**config.mk**
```make
export PLATFORM = sky130hd
export DESIGN_NAME = pc_fetch_ctrl_flat
export DESIGN_NICKNAME = d
export VERILOG_FILES = /design/src/rtl/pc_fetch_ctrl_if.sv /design/src/rtl/pc_fetch_ctrl.sv /design/src/flat_wrapper.sv
export SDC_FILE = /design/constraint.sdc
export NUM_CORES = 1
export LEC_CHECK = 0
export ABC_AREA = 1
export BUFFER_PORTS_ARGS = -buffer_cell sky130_fd_sc_hd__buf_4
export CORE_MARGIN = 1
export CORE_UTILIZATION = 54
export CTS_CLUSTER_SIZE = 25
export DETAILED_ROUTE_END_ITERATION = 8
export PLACE_DENSITY = 0.85
export SLEW_MARGIN = 20
export SYNTH_ARGS = -nofsm -noshare
export SYNTH_HDL_FRONTEND = slang
export SYNTH_SLANG_ARGS = --single-unit
```
**constraint.sdc**
```tcl
create_clock -name clk -period 2.3 [get_ports clk]
set_input_delay 0.345 -clock clk [delete_from_list [all_inputs] [get_ports clk]]
set_output_delay 0.345 -clock clk [all_outputs]
set_load 0.005 [all_outputs]
```
**src/rtl/pc_fetch_ctrl_if.sv**
```systemverilog
// Branch-resolution / fetch-control bundle between the EX/ID stages and the PC sequencer.
// The pipeline side uses the master modport; the sequencer uses the slave modport.
interface pc_fetch_ctrl_if #(
    parameter int PC_W = 9
);
    logic            stall_i;
    logic            pc_sel_i;
    logic [31:0]     br_pc_i;
    logic            halt_i;
    logic            resume_i;
    logic [PC_W-1:0] pc_o;
    logic            inst_req_o;
    logic            flush_ifid_o;
    logic            flush_idex_o;
    logic            halted_o;
    logic            misalign_o;
    logic [15:0]     redirect_cnt_o;

    modport master (
        output stall_i,
        output pc_sel_i,
        output br_pc_i,
        output halt_i,
        output resume_i,
        input  pc_o,
        input  inst_req_o,
        input  flush_ifid_o,
        input  flush_idex_o,
        input  halted_o,
        input  misalign_o,
        input  redirect_cnt_o
    );

    modport slave (
        input  stall_i,
        input  pc_sel_i,
        input  br_pc_i,
        input  halt_i,
        input  resume_i,
        output pc_o,
        output inst_req_o,
        output flush_ifid_o,
        output flush_idex_o,
        output halted_o,
        output misalign_o,
        output redirect_cnt_o
    );
endinterface

```
**src/rtl/pc_fetch_ctrl.sv**
```systemverilog
// PC sequencer: owns the program counter, applies EX redirects, drives pipeline flushes,
// runs the halt drain sequence and traps on misaligned redirect targets.
module pc_fetch_ctrl #(
    parameter int              PC_W      = 9,
    parameter logic [PC_W-1:0] RESET_PC  = {PC_W{1'b0}},
    parameter int              DRAIN_CYC = 3
) (
    input  logic           clk,
    input  logic           rst_n,
    pc_fetch_ctrl_if.slave ifc
);

    typedef enum logic [1:0] {
        ST_RUN    = 2'd0,
        ST_DRAIN  = 2'd1,
        ST_HALTED = 2'd2,
        ST_TRAP   = 2'd3
    } state_t;

    localparam logic [PC_W-1:0] PC_STEP    = PC_W'(4);
    localparam logic [3:0]      DRAIN_LOAD = 4'(DRAIN_CYC - 1);

    state_t          state_r;
    state_t          state_nxt_s;
    logic [PC_W-1:0] pc_r;
    logic [PC_W-1:0] pc_nxt_s;
    logic [3:0]      drain_cnt_r;
    logic [3:0]      drain_nxt_s;
    logic [15:0]     redirect_cnt_r;
    logic [15:0]     redirect_nxt_s;
    logic            inst_req_s;
    logic            flush_ifid_s;
    logic            flush_idex_s;
    logic            halted_s;
    logic            misalign_s;
    logic            unused_br_hi_s;

    // Saturating 16-bit increment for the redirect counter.
    function automatic logic [15:0] sat_inc16(input logic [15:0] val);
        if (val == 16'hFFFF) begin
            return val;
        end else begin
            return val + 16'd1;
        end
    endfunction

    // Instruction targets must be word aligned (no compressed extension).
    function automatic logic is_word_aligned(input logic [31:0] addr);
        return (addr[1:0] == 2'b00);
    endfunction

    // Target bits above PC_W are discarded; the fetch address wraps.
    assign unused_br_hi_s = ^ifc.br_pc_i[31:PC_W];

    // State, PC, drain counter and redirect counter registers.
    always_ff @(posedge clk or negedge rst_n) begin
        if (!rst_n) begin
            state_r        <= ST_RUN;
            pc_r           <= RESET_PC;
            drain_cnt_r    <= 4'd0;
            redirect_cnt_r <= 16'd0;
        end else begin
            state_r        <= state_nxt_s;
            pc_r           <= pc_nxt_s;
            drain_cnt_r    <= drain_nxt_s;
            redirect_cnt_r <= redirect_nxt_s;
        end
    end

    // Next-state and output decode; only RUN flushes depend on live inputs.
    always_comb begin
        state_nxt_s    = state_r;
        pc_nxt_s       = pc_r;
        drain_nxt_s    = drain_cnt_r;
        redirect_nxt_s = redirect_cnt_r;
        inst_req_s     = 1'b0;
        flush_ifid_s   = 1'b0;
        flush_idex_s   = 1'b0;
        halted_s       = 1'b0;
        misalign_s     = 1'b0;

        case (state_r)
            ST_RUN: begin
                inst_req_s = 1'b1;
                if (ifc.pc_sel_i) begin
                    // Redirect beats halt and stall: anything younger is wrong-path.
                    flush_ifid_s = 1'b1;
                    flush_idex_s = 1'b1;
                    if (is_word_aligned(ifc.br_pc_i)) begin
                        pc_nxt_s       = ifc.br_pc_i[PC_W-1:0];
                        redirect_nxt_s = sat_inc16(redirect_cnt_r);
                    end else begin
                        state_nxt_s = ST_TRAP;
                    end
                end else if (ifc.halt_i) begin
                    flush_ifid_s = 1'b1;
                    state_nxt_s  = ST_DRAIN;
                    drain_nxt_s  = DRAIN_LOAD;
                end else if (ifc.stall_i) begin
                    pc_nxt_s = pc_r;
                end else begin
                    pc_nxt_s = pc_r + PC_STEP;
                end
            end
            ST_DRAIN: begin
                flush_ifid_s = 1'b1;
                if (drain_cnt_r == 4'd0) begin
                    state_nxt_s = ST_HALTED;
                end else begin
                    drain_nxt_s = drain_cnt_r - 4'd1;
                end
            end
            ST_HALTED: begin
                halted_s     = 1'b1;
                flush_ifid_s = 1'b1;
                if (ifc.resume_i) begin
                    state_nxt_s = ST_RUN;
                end else begin
                    state_nxt_s = ST_HALTED;
                end
            end
            ST_TRAP: begin
                misalign_s   = 1'b1;
                flush_ifid_s = 1'b1;
                flush_idex_s = 1'b1;
            end
            default: begin
                // Unreachable encoding: fail safe into the trap state.
                state_nxt_s  = ST_TRAP;
                flush_ifid_s = 1'b1;
                flush_idex_s = 1'b1;
            end
        endcase
    end

    assign ifc.pc_o           = pc_r;
    assign ifc.inst_req_o     = inst_req_s;
    assign ifc.flush_ifid_o   = flush_ifid_s;
    assign ifc.flush_idex_o   = flush_idex_s;
    assign ifc.halted_o       = halted_s;
    assign ifc.misalign_o     = misalign_s;
    assign ifc.redirect_cnt_o = redirect_cnt_r;

endmodule

```
**src/flat_wrapper.sv**
```systemverilog
// flat-port wrapper written by rule: the top's interface ports become plain ports
module pc_fetch_ctrl_flat 
#(
    parameter int              PC_W      = 9,
    parameter logic [PC_W-1:0] RESET_PC  = {PC_W{1'b0}},
    parameter int              DRAIN_CYC = 3
)
  (clk, rst_n, ifc_stall_i, ifc_pc_sel_i, ifc_br_pc_i, ifc_halt_i, ifc_resume_i, ifc_pc_o, ifc_inst_req_o, ifc_flush_ifid_o, ifc_flush_idex_o, ifc_halted_o, ifc_misalign_o, ifc_redirect_cnt_o);
  pc_fetch_ctrl_if #(.PC_W(PC_W)) ifc_i ();
  input  logic clk;
  input  logic rst_n;
  input wire logic [$bits(ifc_i.stall_i)-1:0] ifc_stall_i;
  input wire logic [$bits(ifc_i.pc_sel_i)-1:0] ifc_pc_sel_i;
  input wire logic [$bits(ifc_i.br_pc_i)-1:0] ifc_br_pc_i;
  input wire logic [$bits(ifc_i.halt_i)-1:0] ifc_halt_i;
  input wire logic [$bits(ifc_i.resume_i)-1:0] ifc_resume_i;
  output wire logic [$bits(ifc_i.pc_o)-1:0] ifc_pc_o;
  output wire logic [$bits(ifc_i.inst_req_o)-1:0] ifc_inst_req_o;
  output wire logic [$bits(ifc_i.flush_ifid_o)-1:0] ifc_flush_ifid_o;
  output wire logic [$bits(ifc_i.flush_idex_o)-1:0] ifc_flush_idex_o;
  output wire logic [$bits(ifc_i.halted_o)-1:0] ifc_halted_o;
  output wire logic [$bits(ifc_i.misalign_o)-1:0] ifc_misalign_o;
  output wire logic [$bits(ifc_i.redirect_cnt_o)-1:0] ifc_redirect_cnt_o;
  assign ifc_i.stall_i = ifc_stall_i;
  assign ifc_i.pc_sel_i = ifc_pc_sel_i;
  assign ifc_i.br_pc_i = ifc_br_pc_i;
  assign ifc_i.halt_i = ifc_halt_i;
  assign ifc_i.resume_i = ifc_resume_i;
  assign ifc_pc_o = ifc_i.pc_o;
  assign ifc_inst_req_o = ifc_i.inst_req_o;
  assign ifc_flush_ifid_o = ifc_i.flush_ifid_o;
  assign ifc_flush_idex_o = ifc_i.flush_idex_o;
  assign ifc_halted_o = ifc_i.halted_o;
  assign ifc_misalign_o = ifc_i.misalign_o;
  assign ifc_redirect_cnt_o = ifc_i.redirect_cnt_o;
  pc_fetch_ctrl #(.PC_W(PC_W), .RESET_PC(RESET_PC), .DRAIN_CYC(DRAIN_CYC)) u_core (.clk(clk), .rst_n(rst_n), .ifc(ifc_i));
endmodule
```
### Yosys cells after proc, flatten, opt, wreduce, memory -nomap -nowiden

Cells that the tools add are included.

* memory bits (read-only): 0
* register bits: 31
* bits in latches: 0
* memories: 0
* memory bits (writable): 0

* add/sub/neg operators: 3
* divide/modulo/power cells: 0
* reduce and logical (&&, ||, !) cells: 10
* shift-type cells: 0
* multipliers: 0
* magnitude comparators: 0
* multiplexer cells: 22
* bitwise operators: 1
* equality and inequality tests: 13

Operators by type and width (count)
* 9-bit two-way mux: 4
* 16-bit by 1-bit adder with 16-bit output (second input constant): 1
* 16-bit == test (second input constant): 1
* 4-bit AND reduction: 4
* 4-bit two-way mux: 3
* 2-bit two-way mux: 5
* 9-bit by 3-bit adder with 9-bit output (second input constant): 1
* 2-bit inequality test (second input constant): 4
* 4-bit case mux with 2 select lines: 1
* 1-bit two-way mux: 6
* 2-bit by 1-bit inequality test with 1-bit output (second input constant): 3
* 3-bit inequality test (second input constant): 2
* 2-bit case mux with 3 select lines: 1
* 2-bit == test (second input constant): 2
* 2-bit zero test: 2
* 4-bit zero test: 1
* 1-bit case mux with 2 select lines: 2
* 4-bit by 1-bit subtractor with 4-bit output (second input constant): 1
* 3-bit nonzero test: 1
* 3-bit OR reduction: 1
* 2-bit by 1-bit == test with 1-bit output (second input constant): 1
* 2-bit nonzero test: 1
* 1-bit inverter: 1

### Depth between registers and ports, before layout

* word-level depth: 4
* gate-level depth with buffers: 9

### Worst setup path after synthesis

No wires, ideal clock.

* path type: flip-flop to flip-flop
* start point: register u_core.state_r[0]
* end point: register u_core.redirect_cnt_r[7], in the netlist u_core.ifc.redirect_cnt_o[7]
* setup time: 0.074 ns
* cell stages (with the launch flop): 10
* arrival time: 1.413 ns
* slack: 0.814 ns
* period minus slack after synthesis: 1.486 ns
* data required time: 2.226 ns
* path through: dfrtp_1 inv_1 ha_1 nand2_2 nor3_4 nand2_1 nand2_2 buf_6 nand2_1 o21ai_2

* longest elaborated chain between the ends: 2

Ends and longest elaborated chain
* start: declaration: line pc_fetch_ctrl.sv:23 `state_t state_r;`
* start signal: assignment: line pc_fetch_ctrl.sv:63 `state_r <= state_nxt_s;`
* 2-bit zero test: line pc_fetch_ctrl.sv:82 `case (state_r)`
* 4-bit AND reduction (no source line)
* end signal: assignment: line pc_fetch_ctrl.sv:66 `redirect_cnt_r <= redirect_nxt_s;`
* end: declaration: line pc_fetch_ctrl.sv:29 `logic [15:0] redirect_cnt_r;`

No other way between the ends.
A chain may end at the register's enable or synchronous reset.

### Final worst setup path

* start point: register u_core.state_r[0]
* end point: register u_core.redirect_cnt_r[3], in the netlist u_core.ifc.redirect_cnt_o[3]

The elaborated chain is that of the path after synthesis.

==> metrics.txt <==
Cells after Synth approximately 280; WHS Path Cells 3; Clock Latency Late Sink approximately 0.33 ns; GR Util All Layers between 20% and 30%; register area share after synthesis 39.6%; Final HPWL DP 3040 um; DRT antenna net count 0; Num CTS Buffers 5; main combinational cell family by area after synthesis simple AND/OR/NAND/NOR gates; Final GP Congestion ~0.87; critical path launch point type register; clk buf depth 2; vias in the first global route roughly 1700; total number of vias 1847; Worst IR Drop VDD 0.000648 V; worst slew pin tran 0.460 ns; dpl cell area between 2000 and 2500 um^2; Final min period 1.88 ns; maximum fanout along the worst path 13; Seq cells post-synth 31; Clock Skews 0.00618 ns; post-CTS setup buffers 0; initial antenna violation count 0; total gr overflow 0; Core ar. 3420 um^2; Final Total Pwr 2.39 mW; Post-Syn Area 1960 um^2; largest net degree at the start of global routing 32; number of synthesized flops with an enable pin 0; adder-cell share of the synthesized area 5.12%; area leader, netlist dfrtp_1; max_slew headroom between 60% and 70%; ANT cells 0; Power Density 993 nW/um^2; IO Pins 68; mux cell area share after synthesis 0%; fraction of layout cells with a size suffix above 1 19.1%; syn nets ~330; CP Class reg -> reg; Max H-tree Level 2; Critical Path AT 2.15 ns; width of the die 62.2 um; worst r2r path cells 9; Area contributors post-synth dfrtp_1, nand2_1, nor2_1; routed wire length 4100 um; Crit. End Element register; Worst-path clk slew 0.10 ns; post-synthesis simple-gate area fraction 36.0%; Setup Viol. Count Final 0; ys flop type dfrtp_1; final net count around 380; post-CTS resize count 0; maxcap violations 0; Root Driver clkbuf_4; worst endpoint required time 2.57 ns; cts hold-fix bufs 1; Leak 1.28 nW; synth cell count leaders nand2_1, nor2_1, inv_1, dfrtp_1, nand3_1; RSZ-0062 raised after global routing false; # port buffers 44; P&R area growth vs syn 23.0%; final instance area 2410 um^2; TNS Setup 0 ns; drt first pass iters 4; Slew Viols, Final 0; post-synthesis compound-gate area fraction 6.84%; vias per inst 4.91; most frequent cell after synthesis nand2_1; first-pass GRT wire length 7220 um; syn avg cell area 7.01 um^2; number of cell rows 21; Synth Area in XOR/XNOR 4.48%; Sink Count 31; Initial Utilization 57.3%; routed len/inst ~11 um; status complete, no violations; period utilisation layout between 80% and 90%; share of the synthesized area in the top cell type 39.6%; Yosys cell types 22; DR DRC count 0; TritonCTS clock tree done; die area 3870 um^2; Post-synth ARST share 100%; Die H 62.2 um; min-delay worst type in -> reg; Ys Warns 0; final hold vios 0; DRC violation total after the first TritonRoute iteration 106; highest clock rate ~530 MHz; Final Util 70.5%; tightest hold margin 0.293 ns
==> final cells by class <==
| class | instances | area [um^2] |
|---|---|---|
| inverter | 33 | 124 |
| tap | 46 | 57.6 |
| sequential | 31 | 776 |
| clock buffer | 8 | 68.8 |
| timing repair buffer | 47 | 355 |
| fill | 291 | 1010 |
| multi-input combinational | 211 | 1030 |
==> per-stage QoR <==
stage,setup slack [ns],instances
2_1_floorplan,0.814,279
3_3_place_gp,0.486,367
3_5_place_dp,0.461,367
4_1_cts,0.437,376
5_1_grt,0.228,376
6_report,0.425,376
==> worst paths after layout <==
check / slack (ns) / end / from
max: 0.42 / u_core.ifc.redirect_cnt_o[3] / u_core.state_r[0]
min: 0.29 / u_core.ifc.pc_o[0] / ifc_br_pc_i[1]
max reg2reg: 0.42 / u_core.ifc.redirect_cnt_o[3] / u_core.state_r[0]
min reg2reg: 0.52 / u_core.ifc.pc_o[1] / u_core.ifc.pc_o[1]
max in group asynchronous: 1.54 / u_core.ifc.pc_o[4] / rst_n
min in group asynchronous: 0.47 / u_core.ifc.redirect_cnt_o[0] / rst_n
==> placed cells by master, fill, tap and decap left out, drive strengths merged <==
cell and count:
a21boi 1, a21oi 1, buf 46, clkbuf 8
dfrtp 31, dlygate4sd3 1, ha 8, inv 33
nand2 113, nand3 15, nand3b 3, nand4 5
nor2 34, nor3 1, o21a 1, o21ai 19
xnor2 1, xor2 9
==> sequential cells by signal, indices dropped and copies added, names as in the netlist <==
name	count
u_core.ifc.redirect_cnt_o	16
u_core.ifc.pc_o	9
u_core.state_r	2
u_core.drain_cnt_r	4
==> report_power, final <==
part,internal [mW],switching (mW),total [mW]
combinational,0.521,0.575,1.10
clock,0.180,0.191,0.371
sequential,0.733,0.191,0.924
total,1.43,0.957,2.39
==> routing by layer <==
metal  global-route usage (%)  wire [um]  vias to the layer above
met5                        0          0                        -
met4                     8.72         73                        0
met3                     6.07        160                        8
met2                     38.2       1930                       36
met1                     30.2       1940                      838
li1                         -          -                      965
==> worst max-delay path, cell delays in order, from the launching register on <==
cell and delay [ns]:
dfrtp_1 0.42, inv_1 0.10, ha_1 0.25, nand2_2 0.12, nor3_4 0.21, nand2_2 0.09, nand2_2 0.24, buf_4 0.23
nand2_1 0.09, o21ai_2 0.05
==> logic make-up after synthesis <==
| group | after synthesis |
|---|---|
| fa+ha+maj | 8 |
| simple gates | 171 |
| buf+inv | 37 |
| compound gates | 22 |
| xor+xnor | 10 |
| flops | 31 |
Note: power is estimated with default switching activity, not from simulation.
